## src/rtl/divsched.sv

```systemverilog
// Two-port round-robin sequencer for the shared combinational 6-bit signed divider.
// Latches the granted operands, holds them for EXEC_CYCLES, then parks the result until taken.
module divsched #(
  parameter int unsigned EXEC_CYCLES = 1
) (
  input  logic       clk,
  input  logic       rst,
  input  logic       req0,
  input  logic [5:0] dividend0,
  input  logic [5:0] divisor0,
  output logic       ack0,
  output logic       valid0,
  output logic [5:0] quotient0,
  output logic [5:0] remainder0,
  output logic       err0,
  input  logic       taken0,
  input  logic       req1,
  input  logic [5:0] dividend1,
  input  logic [5:0] divisor1,
  output logic       ack1,
  output logic       valid1,
  output logic [5:0] quotient1,
  output logic [5:0] remainder1,
  output logic       err1,
  input  logic       taken1,
  output logic [5:0] div_dividend,
  output logic [5:0] div_divisor,
  input  logic [5:0] div_quotient,
  input  logic [5:0] div_remainder,
  input  logic       div_err,
  output logic       busy
);

  // state | meaning
  // IDLE  | waiting for a request; arbitration happens here
  // EXEC  | operands held on the divider, settle timer running
  // RESP  | result parked for the granted side until taken
  typedef enum logic [1:0] {IDLE, EXEC, RESP} state_t;

  localparam logic [3:0] EXEC_INIT = 4'(EXEC_CYCLES);

  state_t     state, state_nxt;
  logic       prio;
  logic       grant;
  logic [3:0] cnt;
  logic       do_grant;
  logic       grant_side;
  logic       do_capture;
  logic       do_release;

  always_comb begin
    state_nxt  = state;
    do_grant   = 1'b0;
    grant_side = grant;
    do_capture = 1'b0;
    do_release = 1'b0;
    case (state)
      IDLE: begin
        if (req0 || req1) begin
          do_grant   = 1'b1;
          // a lone req1 wins outright; a tie goes to the priority side
          grant_side = (req0 && req1) ? prio : req1;
          state_nxt  = EXEC;
        end
      end
      EXEC: begin
        if (cnt == 4'd1) begin
          do_capture = 1'b1;
          state_nxt  = RESP;
        end
      end
      RESP: begin
        if (grant ? taken1 : taken0) begin
          do_release = 1'b1;
          state_nxt  = IDLE;
        end
      end
      default: state_nxt = IDLE;
    endcase
  end

  always_ff @(posedge clk) begin
    if (rst) begin
      state        <= IDLE;
      prio         <= 1'b0;
      grant        <= 1'b0;
      cnt          <= 4'd0;
      div_dividend <= 6'd0;
      div_divisor  <= 6'd0;
      ack0         <= 1'b0;
      ack1         <= 1'b0;
      valid0       <= 1'b0;
      valid1       <= 1'b0;
      quotient0    <= 6'd0;
      remainder0   <= 6'd0;
      err0         <= 1'b0;
      quotient1    <= 6'd0;
      remainder1   <= 6'd0;
      err1         <= 1'b0;
    end else begin
      state <= state_nxt;
      ack0  <= do_grant && !grant_side;
      ack1  <= do_grant && grant_side;

      if (do_grant) begin
        grant        <= grant_side;
        div_dividend <= grant_side ? dividend1 : dividend0;
        div_divisor  <= grant_side ? divisor1 : divisor0;
        cnt          <= EXEC_INIT;
      end else if (state == EXEC) begin
        cnt <= cnt - 4'd1;
      end

      if (do_capture) begin
        if (grant) begin
          quotient1  <= div_quotient;
          remainder1 <= div_remainder;
          err1       <= div_err;
          valid1     <= 1'b1;
        end else begin
          quotient0  <= div_quotient;
          remainder0 <= div_remainder;
          err0       <= div_err;
          valid0     <= 1'b1;
        end
      end

      if (do_release) begin
        if (grant) valid1 <= 1'b0;
        else       valid0 <= 1'b0;
        prio <= ~grant;
      end
    end
  end

  assign busy = (state != IDLE);

endmodule

```

## config.mk

```make
export PLATFORM = sky130hd
export DESIGN_NAME = divsched
export DESIGN_NICKNAME = d
export VERILOG_FILES = /design/src/rtl/divsched.sv
export SDC_FILE = /design/constraint.sdc
export NUM_CORES = 1
export LEC_CHECK = 0
export CORE_ASPECT_RATIO = 1.5
export CORE_MARGIN = 2
export CORE_UTILIZATION = 35
export DETAILED_ROUTE_END_ITERATION = 16
export HOLD_SLACK_MARGIN = 0.15
export MAX_ROUTING_LAYER = met4
export PLACE_DENSITY = 0.69
export SYNTH_ARGS = -nofsm -noshare
export SYNTH_HDL_FRONTEND = slang
export SYNTH_SLANG_ARGS = --single-unit
```

## constraint.sdc

```tcl
create_clock -name clk -period 1.5 [get_ports clk]
set_input_delay 0.3 -clock clk [delete_from_list [all_inputs] [get_ports clk]]
set_output_delay 0.3 -clock clk [all_outputs]
set_load 0.005 [all_outputs]
```

==> metrics <==
status finished clean; RSZ-0062 raised after global routing yes; period utilization 98.93%; endpoints failing setup 0; Vias/cell 4.833; IO Count 86; syn_nets 258; GP Congestion 0.7927; CTS tree built; grt ovf 0; Initial Utilization 35.94%; initial antenna violation count 0; Worst R2R Setup Slack 20 ps; max_cap viols 0; post-synthesis cell area 0.002203 mm^2; # diodes 0; most common cell in the netlist nand2b_1; Final #Nets 361; maximum clock frequency 0.6739 GHz; number of global-route vias before repair 1921; via count 1885; crit start category register; r2r endpoint quotient1[3]; HP Class reg -> reg; CP max stage cell dfxtp_2; skew final 5.317 ps; WHS 448.3 ps; Root Buffer clkbuf_8; Max clock buf depth 2; die area 0.006959 mm^2; Design Power 3.194 mW; first-pass GRT wire length 8.452 mm; post-synthesis register bit count 50; cell taking the most area after synthesis dfxtp_1; Die W 68.79 um; Synth top cells by count nand2b_1 (53), dfxtp_1 (50), mux2i_1 (27); endpoint class of the critical path register; Int Power 2.350 mW; Yosys Warn Count 0; sw frac 26.43%; VDD IR-drop max 0.0004873 V; cell depth of the worst setup path 7; hold_buf cts 0; PortBufs 85; NetSw 0.8444 mW; Total Wirelength 5.399 mm; Num Clock Sinks 50; drt wl/cell 13.84 um; critical path class reg -> reg; critical path peak fanout 5; 1st-iter DRT viols 46; asr flop ratio synth 0%; CTS Buf Count 5; area grow syn2layout 58.09%; Post-synth EDFFs 0; cell chain of the critical path inv_2, ha_4, and4bb_2, buf_6, nand3_4, buf_12, mux2i_2; Final Hold Vio Count 0; Leak Pwr 1.482 nW; H-tree depth 2; hold path depth 2; Area contributors post-synth dfxtp_1 (45%), nand2b_1 (15%), mux2i_1 (12%), a221o_2 (4.6%), a21oi_1 (3.4%); Residual DRC 0; PwrDens 917.0 mW/mm^2; CP Data Arrival Time 1700 ps; CP peak stage delay 340 ps; Flop pwr share 48.1%; worst flop-to-flop path startpoint cnt[1]; core area 0.006131 mm^2; Clock power frac 23.0%; total track usage 16.09%; Layout fillers 545; Synth Flop Type dfxtp_1; CTS clk-pin slew, worst paths 90 ps; largest net degree at the start of global routing 30; Rel. slew slack 78.65%; fin crit period 1484 ps; num rows 35; Comb pwr share 28.9%; syn avg cell area 10.34 um^2; Post-DRT Antenna Nets 0; actual slew at the worst max-slew pin 319.6 ps; post-synth top area share 45.43%; layout cells sized above 1 20.57%; DP Worst Slack -300.4 ps; clock latency on the worst-skew pair 300 ps; setup TNS 0 ps; Required @ worst endpoint 1720 ps; DRT Pass-1 Iters 4; post-layout util 56.82%; Worst path top cell family by delay simple AND/OR/NAND/NOR gates; Die Span Y 101.2 um; max-slew violations 0; worst reg-to-reg path cell count 7; synthesized instance count 213; post-synthesis cell type count 37; Critical path buffers and inverters 3; worst setup margin 16.07 ps; DPL Wire Length 3.893 mm; sequential share of the synthesized area 45.43%
kinds of logic after synthesis:
logic type | synth area share [%]
AO/OA/AOI/OAI | 14.42
XOR/XNOR | 0.3976
adder cells (fa/ha/maj) | 1.136
buffers and inverters | 5.849
flip-flops | 45.43
multiplexers | 12.27
AND/OR/NAND/NOR | 20.50
metrics by stage:
stage,instance area (um^2),cells
after floorplan,2203,213
after global placement,3229,375
after detailed placement,3229,375
after CTS,3351,384
after global routing,3483,390
final,3483,390
power by group through the flow:
stage          clock, mW  sequential (mW)  combinational [mW]
2_1_floorplan          0             1.56               0.386
3_3_place_gp           0             1.56               0.828
3_5_place_dp           0             1.55               0.842
4_1_cts            0.779             1.53               0.876
5_1_grt            0.816             1.55                1.01
6_report           0.735             1.53               0.925
cell type report:
cell class              instances  area [um^2]  area share, %
repair buffers                111         1155          33.15
multi-input cells             141         1112          31.93
flip-flops and latches         50         1018          29.24
well taps                      74        92.59          2.658
clock buffers                   5        68.82          1.976
inverters                       7        26.28         0.7543
clock inverters                 2        10.01         0.2874
tightest hold or removal path, delay by kind of cell, from the launching register on:
| family | cells | cell delay (ps) |
|---|---|---|
| flops | 1 | 320 |
| buf+inv | 1 | 50 |
| compound gates | 1 | 40 |
sequential cells by signal (all words and copies together), names as in the netlist, 2 cells and up, named ones only:
register and flops:
remainder0 6, remainder1 6, cnt 4, div_dividend 6, state 2, div_divisor 6
quotient0 6, quotient1 6
worst max-delay path by stage:
stage	from	to	slack, ps
after detailed placement	req0	cnt[1]	-300
final	cnt[1]	quotient1[3]	20
after global placement	req0	div_dividend[5]	-220
after global routing	state[0]	div_divisor[2]	-9
after floorplan	cnt[1]	register	6
after CTS	remainder1[0]	remainder1[0]	0.9
per-layer routing:
| layer | track usage (%) | vias up | part of all wire (%) |
|---|---|---|---|
| met3 | 4.667 | 8 | 7.5 |
| met4 | 5.128 | 0 | 1.5 |
| met2 | 27.66 | 75 | 51 |
| met1 | 17.40 | 856 | 40 |
| li1 | - | 946 | - |
| met5 | - | - | 0 |
timing repair:
action,in CTS,in global routing
buffers inserted,2,4
gates cloned,0,2
endpoints found under the setup margin,21,49
pin swaps,1,1
gates resized for setup,11,21
placed cells by master, fill, tap and decap left out, types with 2 or more instances in the layout:
cell,count
clkdlybuf4s50_1,77
nand2b_1,53
dfxtp_1,40
mux2i_1,26
buf_4,18
a21oi_1,15
a221o_2,9
dfxtp_2,8
dlymetal6s2s_1,7
inv_1,6
nor2_1,6
clkbuf_8,5
buf_12,4
a221o_1,3
nand3b_1,2
clkinv_2,2
clkbuf_16,2
buf_6,2
dfxtp_4,2
No activity file was read; power rests on OpenSTA's default activity.
